## src/rtl/cpu_types_pkg.sv

```systemverilog
// Types shared by the cache-to-RAM path: data words, the RAM handshake
// encoding and the arbiter FSM state.
package cpu_types_pkg;

  typedef logic [31:0] word_t;

  typedef enum logic [1:0] {
    FREE   = 2'd0,
    BUSY   = 2'd1,
    ACCESS = 2'd2,
    ERROR  = 2'd3
  } ramstate_t;

  typedef enum logic {
    IDLE = 1'b0,
    XFER = 1'b1
  } arb_state_t;

endpackage

```

## src/rtl/arb_picker.sv

```systemverilog
// Combinational winner selection: walks the CPUs starting at rr and takes the
// first one with any request; within a CPU the dcache beats the icache.
module arb_picker #(
  parameter int CPUS = 2,
  localparam int CW = (CPUS > 1) ? $clog2(CPUS) : 1
) (
  input  logic [CPUS-1:0] ireq,
  input  logic [CPUS-1:0] dreq,
  input  logic [CW-1:0]   rr,
  output logic            valid,
  output logic [CW-1:0]   cpu,
  output logic            src
);

  logic [CW:0]   idx;
  logic [CW-1:0] sel;

  always_comb begin
    valid = 1'b0;
    cpu   = '0;
    src   = 1'b0;
    idx   = '0;
    sel   = '0;
    for (int k = 0; k < CPUS; k++) begin
      // rr + k wrapped into 0..CPUS-1 without a modulo operator
      idx = {1'b0, rr} + (CW+1)'(k);
      if (idx >= (CW+1)'(CPUS)) begin
        idx = idx - (CW+1)'(CPUS);
      end
      sel = idx[CW-1:0];
      if (!valid && (dreq[sel] || ireq[sel])) begin
        valid = 1'b1;
        cpu   = sel;
        src   = dreq[sel];
      end
    end
  end

endmodule

```

## src/rtl/ram_arbiter.sv

```systemverilog
// Shares one RAM port between the icache/dcache of every CPU, one transaction
// at a time. Define ARB_RR_EN for round-robin across CPUs; otherwise cpu 0 first.
module ram_arbiter
  import cpu_types_pkg::*;
#(
  parameter int CPUS = 2,
  localparam int CW = (CPUS > 1) ? $clog2(CPUS) : 1
) (
  input  logic                  CLK,
  input  logic                  RST,
  input  logic [CPUS-1:0]       iREN,
  input  logic [CPUS-1:0][31:0] iaddr,
  output logic [CPUS-1:0]       iwait,
  output logic [CPUS-1:0][31:0] iload,
  input  logic [CPUS-1:0]       dREN,
  input  logic [CPUS-1:0]       dWEN,
  input  logic [CPUS-1:0][31:0] daddr,
  input  logic [CPUS-1:0][31:0] dstore,
  output logic [CPUS-1:0]       dwait,
  output logic [CPUS-1:0][31:0] dload,
  output logic                  ramREN,
  output logic                  ramWEN,
  output logic [31:0]           ramaddr,
  output logic [31:0]           ramstore,
  input  logic [31:0]           ramload,
  input  logic [1:0]            ramstate
);

  arb_state_t    state_reg;
  logic          src_reg;
  logic [CW-1:0] cpu_reg;
  word_t         addr_reg;
  word_t         store_reg;
  logic          ren_reg;
  logic          wen_reg;

  logic          pick_valid;
  logic [CW-1:0] pick_cpu;
  logic          pick_src;
  logic [CW-1:0] pick_rr;

  logic          in_xfer;
  logic          held;
  logic          complete;
  logic          withdrawn;

  arb_picker #(.CPUS(CPUS)) u_picker (
    .ireq  (iREN),
    .dreq  (dREN | dWEN),
    .rr    (pick_rr),
    .valid (pick_valid),
    .cpu   (pick_cpu),
    .src   (pick_src)
  );

  // The winner keeps its transaction only while its own strobe stays high.
  assign in_xfer   = (state_reg == XFER);
  assign held      = src_reg ? (wen_reg ? dWEN[cpu_reg] : dREN[cpu_reg])
                             : iREN[cpu_reg];
  assign complete  = in_xfer && held && (ramstate_t'(ramstate) == ACCESS);
  assign withdrawn = in_xfer && !held;

  always_ff @(posedge CLK) begin
    if (RST) begin
      state_reg <= IDLE;
      src_reg   <= 1'b0;
      cpu_reg   <= '0;
      addr_reg  <= '0;
      store_reg <= '0;
      ren_reg   <= 1'b0;
      wen_reg   <= 1'b0;
    end else begin
      case (state_reg)
        IDLE: begin
          if (pick_valid) begin
            state_reg <= XFER;
            src_reg   <= pick_src;
            cpu_reg   <= pick_cpu;
            addr_reg  <= pick_src ? daddr[pick_cpu] : iaddr[pick_cpu];
            store_reg <= (pick_src && dWEN[pick_cpu]) ? dstore[pick_cpu] : '0;
            ren_reg   <= !(pick_src && dWEN[pick_cpu]);
            wen_reg   <= pick_src && dWEN[pick_cpu];
          end
        end
        XFER: begin
          // ERROR/BUSY/FREE simply hold; the RAM outputs clear on exit.
          if (complete || withdrawn) begin
            state_reg <= IDLE;
            addr_reg  <= '0;
            store_reg <= '0;
            ren_reg   <= 1'b0;
            wen_reg   <= 1'b0;
          end
        end
        default: state_reg <= IDLE;
      endcase
    end
  end

  assign ramREN   = ren_reg;
  assign ramWEN   = wen_reg;
  assign ramaddr  = addr_reg;
  assign ramstore = store_reg;

`ifdef ARB_RR_EN
  logic [CW-1:0] rr_reg;

  always_ff @(posedge CLK) begin
    if (RST) begin
      rr_reg <= '0;
    end else if (complete) begin
      rr_reg <= (cpu_reg == CW'(CPUS - 1)) ? '0 : cpu_reg + CW'(1);
    end
  end

  assign pick_rr = rr_reg;
`else
  assign pick_rr = '0;
`endif

  for (genvar gi = 0; gi < CPUS; gi++) begin : g_cpu
    logic  mine;
    logic  fill_i;
    logic  fill_d;
    word_t iload_reg;
    word_t dload_reg;

    assign mine   = complete && (cpu_reg == CW'(gi));
    assign fill_i = mine && !src_reg;
    assign fill_d = mine && src_reg && !wen_reg;

    assign iwait[gi] = !(mine && !src_reg);
    assign dwait[gi] = !(mine && src_reg);

    always_ff @(posedge CLK) begin
      if (RST) begin
        iload_reg <= '0;
        dload_reg <= '0;
      end else begin
        if (fill_i) iload_reg <= ramload;
        if (fill_d) dload_reg <= ramload;
      end
    end

    // Read data reaches the cache in the completion cycle itself.
    assign iload[gi] = fill_i ? ramload : iload_reg;
    assign dload[gi] = fill_d ? ramload : dload_reg;
  end

endmodule
```

## config.mk

```make
export PLATFORM = sky130hd
export DESIGN_NAME = ram_arbiter
export DESIGN_NICKNAME = d
export VERILOG_FILES = /design/src/rtl/cpu_types_pkg.sv /design/src/rtl/arb_picker.sv /design/src/rtl/ram_arbiter.sv
export SDC_FILE = /design/constraint.sdc
export NUM_CORES = 1
export LEC_CHECK = 0
export CORE_ASPECT_RATIO = 0.8
export CORE_MARGIN = 8
export CORE_UTILIZATION = 37
export CTS_CLUSTER_DIAMETER = 40
export DETAILED_ROUTE_END_ITERATION = 10
export PLACE_DENSITY_LB_ADDON = 0.08
export REMOVE_ABC_BUFFERS = 1
export SETUP_SLACK_MARGIN = 0.1
export SLEW_MARGIN = 20
export SYNTH_ARGS = -nofsm -noshare
export SYNTH_HDL_FRONTEND = slang
export SYNTH_SLANG_ARGS = --single-unit
```

## constraint.sdc

```tcl
create_clock -name CLK -period 1.85 [get_ports CLK]
set_clock_uncertainty 0.05 [all_clocks]
set_input_delay 0.185 -clock CLK [delete_from_list [all_inputs] [get_ports CLK]]
set_output_delay 0.185 -clock CLK [all_outputs]
set_load 0.02 [all_outputs]
```

Word level (Yosys, flattened, before mapping)
Index checks and enable logic that the tools add are counted.
{"block": "totals", "register_bits": 197, "output_inout_bits": 198, "elab_cells": 86, "input_bits": 234}
{"block": "classes", "eq_ne": 3, "n_mux": 40, "reduce_logical": 27, "bitwise": 3, "n_lt_le_gt_ge": 2}
{"op": "two-way mux 32 bit", "n": 15}
{"op": "case mux 32 bit (2 select lines)", "n": 2}
{"op": "two-way mux 1 bit", "n": 20}
{"op": "logical AND 1 bit", "n": 13}
{"op": "logical NOT 1 bit", "n": 9}
{"op": "case mux 1 bit (2 select lines)", "n": 3}
{"op": "< comparator 1 x 2 -> 1 bit (second input constant)", "n": 2}
{"op": "AND reduction 2 bit", "n": 2}
{"op": "logical OR 1 bit", "n": 3}
{"op": "== test 2 bit (second input constant)", "n": 1}
{"op": "inequality test 2 x 1 -> 1 bit (second input constant)", "n": 1}
{"op": "inequality test 2 bit (second input constant)", "n": 1}
{"op": "inverter 1 bit", "n": 2}
{"op": "OR 2 bit", "n": 1}

Logic depth before layout (Yosys ltp)
{"block": "logic_depth", "ltp_word": 12, "depth_mapped": 7, "depth_no_buf": 4}

Cells and area by module
A second synthesis with hierarchy kept.
{"block": "unflattened", "cells_unflattened": 689, "hier_area_um2": 8376.8}
{"module": "ram_arbiter", "instances": 1, "area_per_inst_um2": 8336.7, "cells_per_inst": 680, "seq_area_each_um2": 3943.8}
{"module": "arb_picker", "instances": 1, "area_per_inst_um2": 40.0, "cells_per_inst": 9, "seq_area_each_um2": 0.0}

Worst setup path after synthesis
OpenSTA, ideal clock, no wires.
{"block": "synth_timing", "path_kind": "flip-flop to flip-flop", "start": "register state_reg (netlist: in_xfer)", "end": "register g_cpu[0].dload_reg[21]", "synth_period_minus_slack_ps": 2025, "stages_incl_launch_ff": 6, "setup_ps": 115, "arrival_ps": 1860, "required_ps": 1685, "path_buffers": 1, "setup_slack_ps": -175, "path_cell_list": "dfxtp_1 > nand4b_1 > nor4b_2 > buf_2 > mux2_1 > and2_1"}
{"element": "start, declared", "line": "ram_arbiter.sv:29", "rtl": "arb_state_t state_reg;"}
{"element": "start signal, assigned", "line": "ram_arbiter.sv:65", "rtl": "state_reg <= IDLE;"}
{"element": "start signal, assigned", "line": "ram_arbiter.sv:76", "rtl": "state_reg <= XFER;"}
{"element": "start signal, assigned", "line": "ram_arbiter.sv:88", "rtl": "state_reg <= IDLE;"}
{"element": "end signal, assigned", "line": "ram_arbiter.sv:141", "rtl": "if (fill_d) dload_reg <= ramload;"}
{"element": "end, declared", "line": "ram_arbiter.sv:126", "rtl": "word_t dload_reg;"}

==> qor.yml <==
layout:
  layout.nets: 1533
  area_delta_synth_final_pct: 89.94
  fin_cells: 1629
  fin_area_um2: 16520
  drive_gt1_share_pct: 41.23
  utilization_pct: 70.97
detailed_routing:
  postRouteAntennaNets: 0
  wl_met3_mm: 2.799
  drt_iter0_markers: 379
  highest_layer: "met5"
  wirelength_mm: 38.32
  routed-wl-met2_mm: 18.73
  dr.pass1.iters: 5
  viasPerCell: 5.091
  wl_met1_mm: 15.75
  drcViolationCount: 0
  post_drt_wl_per_cell_um: 23.52
  routed-via-count: 8294
global_route:
  grt_pass1_vias: 7802
  overflow: 0
  grt_pass1_wl_mm: 50.80
  antenna_found_initial: 6
  grt_use_total_pct: 22.76
  grt_max_degree: 95
logic_synthesis:
  yosysTopAreaCell: "dfxtp_1"
  synth_top_area_share_pct: 45.35
  seq_area_frac_synth_pct: 45.35
  synth_area_per_cell_um2: 10.94
  synth_cell_types: 39
  syn_area_um2: 8696
  ys_warn_count: 0
  synth-async-reset-ratio_pct: 0
  synth_area_leaders: "dfxtp_1 (45%), mux2_2 (15%), and2_1 (9.3%)"
  ys_top_cells_by_count: "dfxtp_1 (197), and2_1 (129), mux2_2 (114)"
  ys_ff_latch: 197
  synthCells: 795
  synth.most_common_cell: "dfxtp_1"
  synth_ff_type: "dfxtp_1"
  synth_edf_count: 0
critical_path:
  critical_path_required_ns: 1.62
  path_class: "reg -> out"
  r2r_start: "cpu_reg"
  rrSetupSlack_ns: -0.21
  cp_data_arrival_time_ns: 2.26
  cp-startpoint: "in_xfer"
  cp-end-kind: "output pin"
  worstPathMaxFanout: 7
  rr_endpoint: "ramaddr[31]"
  start_kind: "flop"
  rr_worst_depth: 6
floorplanning:
  core_um2: 23270
  io_pins: 432
  fp-row-count: 50
  die_width_um: 187.4
  dieArea_um2: 28690
  start_util_pct: 37.37
  dieHeight_um: 153.1
pwr:
  comb_power_share_pct: 19.0
  pwr-share-seq_pct: 44.0
  powerDensity_nw_per_um2: 609.7
  power_switching_mw: 2.814
  p_leak_nw: 6.889
  netSwitchingFraction_pct: 27.94
  power.share.clock_pct: 37.0
  vdd_drop_max_v: 0.0005983
  p_int_mw: 7.257
sta:
  hold_violations: 0
  relSlewSlack_pct: 52.99
  finalSetupViolations: 274
  fin_ws_ns: -0.6417
  slew_viol_final: 0
  post-route-period-util_pct: 134.7
  max_freq_mhz: 401.3
  rsz0062_at_grt: "true"
  tightest_slew_ns: 0.6988
  fin_crit_ns: 2.492
worst_hold_path:
  hold_path.startpoint: "dstore[15]"
  holdPathEnd: "ramstore[15]"
  hp-class: "in -> reg"
  min_delay_path_depth: 3
clock_network:
  clkTransAtPathRegs_ns: 0.08
  cts_tree: "done"
  cts_sinks: 197
  cts_max_level: 4
  cts_buffers: 17
  insertion_delay_ns: 0.43
  clockBufferDepth: 2
  clock-root-buffer: "clkbuf_16"
place:
  dpl_cell_area_um2: 13660
  gp_congestion: 0.8396
  dpl.hpwl_mm: 25.00
  numPortBuffers: 431
  dp.cells: 1523
flow_run:
  maxCapViolCount: 0
run_status:
  outcome: "finished, violations left"
  violations: "negative setup slack"
==> worst max-delay path, cell delays in order, from the launching register on <==
cell,delay [ns]
dfxtp_2,0.37
nand4b_1,0.20
buf_4,0.21
nor3_4,0.11
buf_6,0.16
buf_12,0.11
buf_12,0.12
buf_6,0.11
mux2_4,0.30
buf_6,0.14
==> cells in the final DEF (no fill, tap or decap), drive strengths merged, types with 32 or more instances in the layout <==
master / n
buf: 237
a22o: 32
clkbuf: 33
and2: 129
dfxtp: 197
nand2b: 33
o2bb2ai: 33
mux2: 130
and3: 33
mux2i: 34
clkdlybuf4s50: 297
==> area by class of cell <==
cell class                 count  area (µm²)
clock buffer                  18       429.2
antenna                        5       12.51
multi-input combinational    528        5517
tap                          312       390.4
sequential                   197        3954
inverter                       4       15.01
clock inverter                14       163.9
fill                        1718        6755
timing repair buffer         551        6036
==> power by group through the flow <==
| stage | registers [mW] | clock network (mW) | logic [mW] |
|---|---|---|---|
| 2_1_floorplan | 4.63 | 0 | 0.468 |
| 3_3_place_gp | 4.51 | 0 | 1.66 |
| 3_5_place_dp | 4.51 | 0 | 1.68 |
| 4_1_cts | 4.42 | 3.80 | 1.69 |
| 5_1_grt | 4.45 | 4.00 | 2.00 |
| 6_report | 4.43 | 3.72 | 1.91 |
==> logic make-up after synthesis <==
kind of cell,synth area share (%)
AOI/OAI and AO/OA,14.60
and+or+nand+nor,15.70
muxes,20.79
buffers and inverters,3.554
DFF,45.35
==> stage by stage <==
| step | power [mW] | setup TNS (ns) | setup slack [ns] | hold slack (ns) |
|---|---|---|---|---|
| floorplan | 5.102 | -361.97 | -1.865 | 0.2041 |
| global placement | 6.175 | -181.99 | -0.8986 | 0.3946 |
| detailed placement | 6.189 | -184.15 | -0.9086 | 0.3959 |
| CTS | 9.905 | -105.03 | -0.7008 | 0.3129 |
| global route | 10.45 | -105.32 | -0.7521 | 0.3535 |
| finish | 10.07 | -83.22 | -0.6417 | 0.3568 |
==> metal layers <==
| metal | GRT usage, % | vias up |
|---|---|---|
| li1 | - | 3910 |
| met1 | 26.92 | 4032 |
| met2 | 37.15 | 297 |
| met3 | 7.958 | 53 |
| met4 | 9.588 | 2 |
| met5 | 0 | - |
==> worst max-delay path by stage <==
stage | end | cells past startpoint
2_1_floorplan | g_cpu[1].dload_reg[0] | 4
3_3_place_gp | dload[17] | 6
3_5_place_dp | dload[17] | 6
4_1_cts | iload[55] | 5
5_1_grt | dload[42] | 9
6_report | dload[57] | 9
==> what timing repair did <==
item	in CTS	in global routing
pin swaps	3	25
hold buffers	0	0
buffers inserted	23	28
hold endpoints to repair	0	0
endpoints found under the setup margin	326	329
gates resized for setup	490	612
gates cloned	5	16
No activity file was read; power rests on OpenSTA's default activity.
==> variant: new RTL, config.mk and constraints unchanged <==
`CPUS` is set to 2 in 2 places; all go to 1.
--- a/src/rtl/arb_picker.sv
+++ b/src/rtl/arb_picker.sv
@@ -1,7 +1,7 @@
 // Combinational winner selection: walks the CPUs starting at rr and takes the
 // first one with any request; within a CPU the dcache beats the icache.
 module arb_picker #(
-  parameter int CPUS = 2,
+  parameter int CPUS = 1,
   localparam int CW = (CPUS > 1) ? $clog2(CPUS) : 1
 ) (
   input  logic [CPUS-1:0] ireq,
--- a/src/rtl/ram_arbiter.sv
+++ b/src/rtl/ram_arbiter.sv
@@ -3,7 +3,7 @@
 module ram_arbiter
   import cpu_types_pkg::*;
 #(
-  parameter int CPUS = 2,
+  parameter int CPUS = 1,
   localparam int CW = (CPUS > 1) ? $clog2(CPUS) : 1
 ) (
   input  logic                  CLK,
Interface: changed (10 resized); port bits go from 432 to 267. The function was not compared with the original's and may differ.
==> variant against the original RTL <==
Count of clock-buffer cells in the layout increased by 2. Sequential cell count decreased by 65. Via count decreased by 42%. The run still ends with setup timing left. Clock power decreased by 12%. Largest power group is now clock. Design area decreased by 41%. Wire length decreased by 51%. Critical path type unchanged. Worst setup slack improved by 0.27 ns. Register-to-register slack improved by 0.19 ns. Global-route usage decreased by 3.8 points. Total power decreased by 23%. Synthesized area decreased by 38%. Critical endpoint is now dload[12].
==> variant: results <==
group,metric,value,unit
status,status,"finished with violations",
status,violations,"setup timing",
layout,layoutNonFillerInstCount,961,
yosys,yosysUniqueCellTypes,32,
timing,relSlewSlack,75.6,%
pwr,p_sw_share,26.0,%
drt,drt_first_pass_iters,4,
global_route,gr-usage-met2,32.4,%
worst_setup_path,crit_fanout,6,
placed_design,portBuffers,266,
placed_design,place_worst_setup_slack,-0.772,ns
placed_design,hpwl,12500,um
yosys,synth_common_cells,"dfxtp_1 (132), nor2b_1 (55)",
yosys,synth_area_per_cell,11.8,sq um
global_route,grtUsageTotal,18.9,%
drt,viasPerCell,4.99,
global_route,antenna_found_initial,0,
layout,drive_gt1_share,35.3,%
drt,drt-total-wl,18900,um
timing,setup_ws,-0.376,ns
layout,layout.nets,899,
layout,diodes,0,
global_route,gr-usage-met3,8.13,%
yosys,synth_area_leaders,"dfxtp_1 (49%), mux2_4 (8.4%), nor2b_1 (6.4%)",
placed_design,place.gp.congestion,0.758,
global_route,grt_pass1_wl,27600,um
global_route,grt_max_degree,64,
worst_setup_path,cp_data_arrival_time,1.99,ns
drt,drt_iter0_markers,172,
clock_network,clk_pin_slew_worst_paths,0.05,ns
clock_network,clock_latency,0.40,ns
global_route,grt_util_met1,21.5,%
placed_design,placed_area,8310,sq um
yosys,synth_edf_count,0,
timing,setup_viol,66,
worst_setup_path,slowest_delay,0.32,ns
placed_design,dp_cells,887,
pwr,p_leak,4.00,nW
-- variant: cell count changes after synthesis, moves of 32 or more --
cell	change
and2_1	-127
nand2b_1	-32
and3_1	-33
nor2b_1	+55
mux2_2	-89
dfxtp_1	-65
a31o_2	+32
o2bb2ai_1	-32
nor4_1	+32
-- variant: cells by family (layout without fill, tap and decap cells) --
family / after synthesis / after routing / synth area share (%)
AND/OR/NAND/NOR: 112 / 112 / 13.4
flip-flops: 132 / 132 / 49.1
AO/OA/AOI/OAI: 72 / 72 / 11.4
multiplexers: 97 / 97 / 21.6
buffers and inverters: 43 / 364 / 4.48
-- variant: layout make-up --
class | instances | area share (%)
repair buffers | 331 | 37.2
multi-input cells | 281 | 27.4
flip-flops and latches | 132 | 27.1
clock buffers | 20 | 4.68
well taps | 184 | 2.36
clock inverters | 12 | 1.23
inverters | 1 | 0.0385
-- variant: path summary, 6_finish.rpt --
| kind | to | start | slack (ns) | cells after the start |
|---|---|---|---|---|
| max | dload[12] | in_xfer | -0.38 | 7 |
| min | src_reg | iREN | 0.30 | 4 |
| max reg2reg | g_cpu[0].dload_reg[24] | in_xfer | -0.02 | 8 |
| min reg2reg | ramstore[27] | ramstore[27] | 0.42 | 1 |
-- variant: per-stage QoR --
step	utilization [%]	TNS, ns
6_report	68.5	-15.05
5_1_grt	68.5	-19.16
4_1_cts	65.9	-17.58
3_5_place_dp	58.3	-63.75
3_3_place_gp	58.3	-62.46
2_1_floorplan	-	-232.15
-- variant: metal layers --
metal  vias to the layer above  share of wire, %
met2                       179                50
met5                         -                 0
met1                      2318                41
met3                        20               8.0
met4                         0               1.3
li1                       2282                 -
-- variant: tightest hold or removal path: cells and delay by family --
kind / cells / cell delay (ns)
AO/OA/AOI/OAI: 1 / 0.06
buffers and inverters: 1 / 0.30
AND/OR/NAND/NOR: 2 / 0.17
-- variant: power groups by stage --
stage,sequential [mW],clock [mW],combinational [mW]
after floorplan,3.22,0,0.363
after CTS,3.03,3.34,1.32
after detailed placement,3.09,0,1.27
final,3.03,3.27,1.42
after global routing,3.05,3.49,1.50
after global placement,3.08,0,1.25
-- variant: what timing repair did --
| item | in CTS | in global routing |
|---|---|---|
| endpoints found under the hold margin | 1 | 0 |
| cloned | 5 | 6 |
| endpoints found under the setup margin | 119 | 147 |
| pin swaps | 4 | 2 |
| hold buffers | 1 | 0 |
| resized for setup | 420 | 57 |
| setup buffers | 20 | 13 |
